## src/rtl/axis_throughput_monitor.sv

```systemverilog
// -----------------------------------------------------------------------------
// axis_throughput_monitor
//
// Passive multi-channel AXI4-Stream throughput monitor. Per channel it counts
// transferred bits (8 x popcount(tkeep) per beat) and packets (tlast beats)
// over a WINDOW_CYCLES measurement window. At each window boundary it publishes
// registered results, updates a peak-hold register and pulses window_done.
// Counters saturate at all-ones; a saturating bit add sets a sticky flag.
//
// Ports
//   clk            sole clock
//   reset_n        asynchronous assert, synchronously released active-low reset
//   enable         1 = measure, 0 = timer and accumulators held at zero
//   clear          one-cycle clear of timer, accumulators, peaks and sat flags
//   s_tvalid       per-channel tvalid (bit i = channel i), observed only
//   s_tready       per-channel tready, observed only
//   s_tkeep        per-channel tkeep, channel i at [i*DATA_WIDTH/8 +: DATA_WIDTH/8]
//   s_tlast        per-channel tlast
//   bitrate_out    bits transferred in the last completed window, per channel
//   pkt_count_out  tlast beats in the last completed window, per channel
//   peak_out       largest bitrate_out since reset or clear, per channel
//   sat_flag       sticky bit-accumulator saturation flag, per channel
//   window_done    one-cycle pulse coincident with a result update
// -----------------------------------------------------------------------------
module axis_throughput_monitor #(
    parameter int NUM_CH        = 4,
    parameter int DATA_WIDTH    = 256,
    parameter int COUNTER_WIDTH = 32,
    parameter int WINDOW_CYCLES = 200
) (
    input  logic                            clk,
    input  logic                            reset_n,
    input  logic                            enable,
    input  logic                            clear,
    input  logic [NUM_CH-1:0]               s_tvalid,
    input  logic [NUM_CH-1:0]               s_tready,
    input  logic [NUM_CH*DATA_WIDTH/8-1:0]  s_tkeep,
    input  logic [NUM_CH-1:0]               s_tlast,
    output logic [NUM_CH*COUNTER_WIDTH-1:0] bitrate_out,
    output logic [NUM_CH*COUNTER_WIDTH-1:0] pkt_count_out,
    output logic [NUM_CH*COUNTER_WIDTH-1:0] peak_out,
    output logic [NUM_CH-1:0]               sat_flag,
    output logic                            window_done
);

    localparam int KEEP_W  = DATA_WIDTH / 8;
    localparam int TIMER_W = (WINDOW_CYCLES > 2) ? $clog2(WINDOW_CYCLES) : 1;
    localparam logic [COUNTER_WIDTH-1:0] CNT_MAX    = '1;
    localparam logic [TIMER_W-1:0]       TIMER_LAST = TIMER_W'(WINDOW_CYCLES - 1);

    // Bits carried by one beat: 8 x number of valid bytes. One extra bit of
    // headroom lets the accumulator add detect overflow from the carry.
    function automatic logic [COUNTER_WIDTH:0] beat_bits(input logic [KEEP_W-1:0] keep);
        logic [COUNTER_WIDTH:0] n;
        n = '0;
        for (int b = 0; b < KEEP_W; b++) begin
            n = n + (COUNTER_WIDTH + 1)'(keep[b]);
        end
        return n << 3;
    endfunction

    // ---------------------------------------------------------------------
    // Reset synchronizer: assertion reaches every flop immediately, release
    // is aligned to clk so no flop sees reset_n rise near an edge.
    // ---------------------------------------------------------------------
    logic [1:0] rst_sync_q;
    logic       rst_n;

    // NOTE: sequential state is always written with non-blocking assignments
    // so every flop samples pre-edge values regardless of block ordering.
    always_ff @(posedge clk or negedge reset_n) begin
        if (!reset_n) rst_sync_q <= 2'b00;
        else          rst_sync_q <= {rst_sync_q[0], 1'b1};
    end
    assign rst_n = rst_sync_q[1];

    // ---------------------------------------------------------------------
    // Shared window timer
    // ---------------------------------------------------------------------
    logic [TIMER_W-1:0] timer_q, timer_d;
    logic               window_done_q, window_done_d;
    logic               terminal;

    // clear beats the terminal cycle: no publish, no pulse.
    assign terminal = enable && !clear && (timer_q == TIMER_LAST);

    // NOTE: every combinational output gets a default before any branch, so
    // no path leaves a variable unassigned and no latch is inferred.
    always_comb begin
        timer_d       = '0;
        window_done_d = terminal;
        if (enable && !clear && (timer_q != TIMER_LAST)) begin
            timer_d = timer_q + TIMER_W'(1);
        end
    end

    always_ff @(posedge clk or negedge rst_n) begin
        if (!rst_n) begin
            timer_q       <= '0;
            window_done_q <= 1'b0;
        end else begin
            timer_q       <= timer_d;
            window_done_q <= window_done_d;
        end
    end
    assign window_done = window_done_q;

    // ---------------------------------------------------------------------
    // Per-channel accumulators and results; channels share only the timer.
    // ---------------------------------------------------------------------
    for (genvar ch = 0; ch < NUM_CH; ch++) begin : g_ch
        logic                     beat, last_beat, bits_ovf;
        logic [COUNTER_WIDTH:0]   weight, bits_sum;
        logic [COUNTER_WIDTH-1:0] bits_new, pkts_new;

        logic [COUNTER_WIDTH-1:0] acc_bits_q, acc_bits_d;
        logic [COUNTER_WIDTH-1:0] acc_pkts_q, acc_pkts_d;
        logic [COUNTER_WIDTH-1:0] bitrate_q,  bitrate_d;
        logic [COUNTER_WIDTH-1:0] pkt_cnt_q,  pkt_cnt_d;
        logic [COUNTER_WIDTH-1:0] peak_q,     peak_d;
        logic                     sat_q,      sat_d;

        assign beat      = s_tvalid[ch] & s_tready[ch];
        assign last_beat = beat & s_tlast[ch];
        assign weight    = beat ? beat_bits(s_tkeep[ch*KEEP_W +: KEEP_W]) : '0;
        assign bits_sum  = {1'b0, acc_bits_q} + weight;
        assign bits_ovf  = bits_sum[COUNTER_WIDTH];
        assign bits_new  = bits_ovf ? CNT_MAX : bits_sum[COUNTER_WIDTH-1:0];
        assign pkts_new  = (last_beat && (acc_pkts_q != CNT_MAX))
                           ? acc_pkts_q + COUNTER_WIDTH'(1) : acc_pkts_q;

        always_comb begin
            acc_bits_d = acc_bits_q;
            acc_pkts_d = acc_pkts_q;
            bitrate_d  = bitrate_q;
            pkt_cnt_d  = pkt_cnt_q;
            peak_d     = peak_q;
            sat_d      = sat_q;
            if (clear) begin
                acc_bits_d = '0;
                acc_pkts_d = '0;
                peak_d     = '0;
                sat_d      = 1'b0;
            end else if (!enable) begin
                // Partial window is discarded; published results are held.
                acc_bits_d = '0;
                acc_pkts_d = '0;
            end else begin
                if (bits_ovf) sat_d = 1'b1;
                if (terminal) begin
                    // The terminal-cycle beat belongs to the closing window.
                    bitrate_d  = bits_new;
                    pkt_cnt_d  = pkts_new;
                    acc_bits_d = '0;
                    acc_pkts_d = '0;
                    if (bits_new > peak_q) peak_d = bits_new;
                end else begin
                    acc_bits_d = bits_new;
                    acc_pkts_d = pkts_new;
                end
            end
        end

        always_ff @(posedge clk or negedge rst_n) begin
            if (!rst_n) begin
                acc_bits_q <= '0;
                acc_pkts_q <= '0;
                bitrate_q  <= '0;
                pkt_cnt_q  <= '0;
                peak_q     <= '0;
                sat_q      <= 1'b0;
            end else begin
                acc_bits_q <= acc_bits_d;
                acc_pkts_q <= acc_pkts_d;
                bitrate_q  <= bitrate_d;
                pkt_cnt_q  <= pkt_cnt_d;
                peak_q     <= peak_d;
                sat_q      <= sat_d;
            end
        end

        assign bitrate_out[ch*COUNTER_WIDTH +: COUNTER_WIDTH]   = bitrate_q;
        assign pkt_count_out[ch*COUNTER_WIDTH +: COUNTER_WIDTH] = pkt_cnt_q;
        assign peak_out[ch*COUNTER_WIDTH +: COUNTER_WIDTH]      = peak_q;
        assign sat_flag[ch]                                     = sat_q;
    end

endmodule

```

## config.mk

```make
export PLATFORM = sky130hd
export DESIGN_NAME = axis_throughput_monitor
export DESIGN_NICKNAME = d
export VERILOG_FILES = /design/src/rtl/axis_throughput_monitor.sv
export SDC_FILE = /design/constraint.sdc
export NUM_CORES = 2
export LEC_CHECK = 0
export BUFFER_PORTS_ARGS = -buffer_cell sky130_fd_sc_hd__buf_2
export CORE_MARGIN = 2
export CORE_UTILIZATION = 48
export DETAILED_ROUTE_END_ITERATION = 6
export PLACE_DENSITY = 0.78
export SYNTH_ARGS = -nofsm -noshare
export SYNTH_HDL_FRONTEND = slang
export SYNTH_SLANG_ARGS = --single-unit
```

## constraint.sdc

```tcl
create_clock -name clk -period 48.9 [get_ports clk]
set_input_delay 14.67 -clock clk [delete_from_list [all_inputs] [get_ports clk]]
set_output_delay 14.67 -clock clk [all_outputs]
set_load 0.02 [all_outputs]
```

==> flow_metrics.tcl <==
set metrics [dict create \
    final_max_slew_viol_count 0 \
    path_delay_family "adder cells" \
    gp_congestion 0.894 \
    placed_area_mm2 0.0390 \
    final_hold_viol_count 0 \
    post_drt_via_cell_ratio 5.36 \
    ir_worst_vdd_mv 0.0343 \
    period_minus_slack_ns 23.40 \
    async_flop_share 1.00 \
    status "complete, but fails checks" \
    path_clk_slew_ns 0.06 \
    skew_ns 0.0217 \
    cts_buffer_depth 3 \
    num-fill-cells 6344 \
    postCtsSetupBuffers 0 \
    crit_arrival_ns 23.91 \
    synth_nets 4213 \
    final_util 0.570 \
    start_util 0.486 \
    crit_fanout 19 \
    fmax_mhz 42.7 \
    port_buffers 532 \
    end_kind "register" \
    clk_latency_ns 0.63 \
    yosysMostFrequentCell "dfrtp_1" \
    cts.repair.resized 0 \
    rsz0062_at_grt "false" \
    drc_errors 31 \
    cpMaxStageDelayCell "nor3_1" \
    drv_cap 0 \
    antenna_left 0 \
    placementRows 99 \
    p_per_area_mw_per_mm2 42.3 \
    cts.sinks 655 \
    timing.setup.tns_ns 0 \
    grt_usage 0.242 \
    max_slew_margin 0.169 \
    post-route-period-util 0.479 \
    boundaryPins 533 \
    cts_buffers 74 \
    tightest_slew_ns 1.25 \
    drive_above_1_share 0.172 \
    setup_viol 0 \
    yosys-top-cells-count "dfrtp_1, inv_1, nor2_1" \
    ys_types 83 \
    ctsHoldBuffers 0 \
    nets 4694 \
    synth.area.top_cells "dfrtp_1, ha_1, fa_1, inv_1, nor2_1" \
    synth_top_area_cell "dfrtp_1" \
    ys_seq_area_frac 0.461 \
    critPathKind "input port to register" \
    place_hpwl_mm 67.2 \
    overflow 0 \
    drt_iter0_drc 1883 \
    vias 28300 \
    avgSynthCellArea_um2 9.39 \
    syn_inst 3784 \
    dp_slack_ns 24.91 \
    ys.warnings.count 0 \
    start_kind "input port" \
    finalWorstSetupSlack_ns 25.50 \
    die_y_um 276 \
    syn_area_mm2 0.0355 \
    wl_per_cell_um 17.5 \
    ys.flop_type "dfrtp_1" \
    drt_pass1_iterations 7 \
    cp.buffers_inverters 7 \
    cts_tree "done" \
    r2r_setup_slack_ns 43.30 \
    violations "design-rule violations" \
    critical_path_required_ns 49.41 \
    yosys_register_bits 655 \
    yosysTopAreaCellShare 0.461 \
    htreeDepth 3 \
    design_area_mm2 0.0416 \
    area_growth_pct 17.1 \
    die-area_mm2 0.0762 \
    die_w_um 276 \
    critPathMaxStageDelay_ns 0.60 \
    antenna_found_initial 0 \
    root_buffer "clkbuf_16" \
    drt_wl_total_mm 92.2 \
    dp.cells 5148 \
    grt_pass1_vias 28600 \
    core_mm2 0.0731 \
    finalNonFillerCells 5283 \
    synth_edf_count 0 \
    power.leakage_nw 21.5 \
    grt_max_degree 201 \
    n_antenna_cell 0 \
    grt_pass1_wl_mm 151 \
    hp-class "register to async pin" \
]
path summary, 6_finish.rpt:
check / from / end / cells after the start
max: s_tkeep[81] / g_ch[2].peak_q[23] / 31
min: rst_sync_q[1] / g_ch[3].bitrate_q[20] / 0
max reg2reg: g_ch[0].acc_bits_q[3] / g_ch[0].peak_q[10] / 17
min reg2reg: rst_sync_q[1] / g_ch[3].bitrate_q[20] / 0
max in group asynchronous: reset_n / rst_sync_q[1] / 1
min in group clk: rst_sync_q[0] / rst_sync_q[1] / 0
flip-flops by register name (all words and copies together) (netlist names):
register / flops
g_ch.acc_bits_q: 128
g_ch.acc_pkts_q: 128
g_ch.bitrate_q: 128
g_ch.peak_q: 128
g_ch.pkt_cnt_q: 128
g_ch.sat_q: 4
rst_sync_q: 2
timer_q: 8
window_done: 1
per-stage QoR:
stage | total power, mW | hold WS [ns]
floorplan | 1.03 | 0.331
global placement | 1.16 | 0.336
detailed placement | 1.17 | 0.336
CTS | 1.77 | 0.341
global route | 1.89 | 0.366
finish | 1.76 | 0.317
cell families (layout without fill, tap and decap cells):
logic type / Yosys count / in the layout / synth area share
other cells: 1 / 1 / 0.000106
xor+xnor: 220 / 220 / 0.0542
mux: 27 / 27 / 0.00764
fa+ha+maj: 285 / 285 / 0.121
buf+inv: 626 / 1166 / 0.0684
flops: 655 / 655 / 0.461
compound gates: 663 / 663 / 0.113
simple gates: 1307 / 1307 / 0.174
per-layer routing:
| metal | track usage | up-vias | wire (um) |
|---|---|---|---|
| li1 | - | 13500 | - |
| met1 | 0.311 | 13800 | 38800 |
| met2 | 0.411 | 777 | 44800 |
| met3 | 0.0466 | 181 | 5560 |
| met4 | 0.0839 | 0 | 3110 |
| met5 | 0 | - | 0 |
where the power goes:
group          leakage [nW]  internal [mW]  switching [mW]
Clock                  1.26          0.350           0.241
Sequential             9.15          0.548         0.00377
Combinational          11.1          0.243           0.374
worst register-to-register path, delay by kind of cell, from the launching register on:
kind | cells | cell delay [ns]
compound gates | 3 | 0.78
xor+xnor | 1 | 0.14
fa+ha+maj | 3 | 1.00
buf+inv | 2 | 0.49
flops | 1 | 0.36
simple gates | 8 | 2.67
layout by cell type, fill, tap and decap left out, types with 17 or more instances in the layout:
cell,instances
buf_4,23
and4_1,33
nor2b_1,18
nand3_1,94
and3_1,58
dfrtp_1,654
nand4_1,102
o21ai_0,295
ha_1,185
a211oi_1,103
inv_1,472
nor3_1,51
and2_1,41
a21oi_1,144
xnor2_1,101
nand2_1,372
buf_2,531
mux2i_1,26
nor4_1,17
clkbuf_16,74
nor2_1,461
xor2_1,119
fa_1,100
a21o_1,32
area by class of cell:
type,count,area [um2],share of cell area
inverter,473,1780,0.0427
multi-input combinational,2503,16800,0.402
clock inverter,36,484,0.0116
clock buffer,99,2110,0.0506
timing repair buffer,558,2910,0.0699
sequential,655,16400,0.394
tap,959,1200,0.0288
Power figures use the tool's default switching activity.
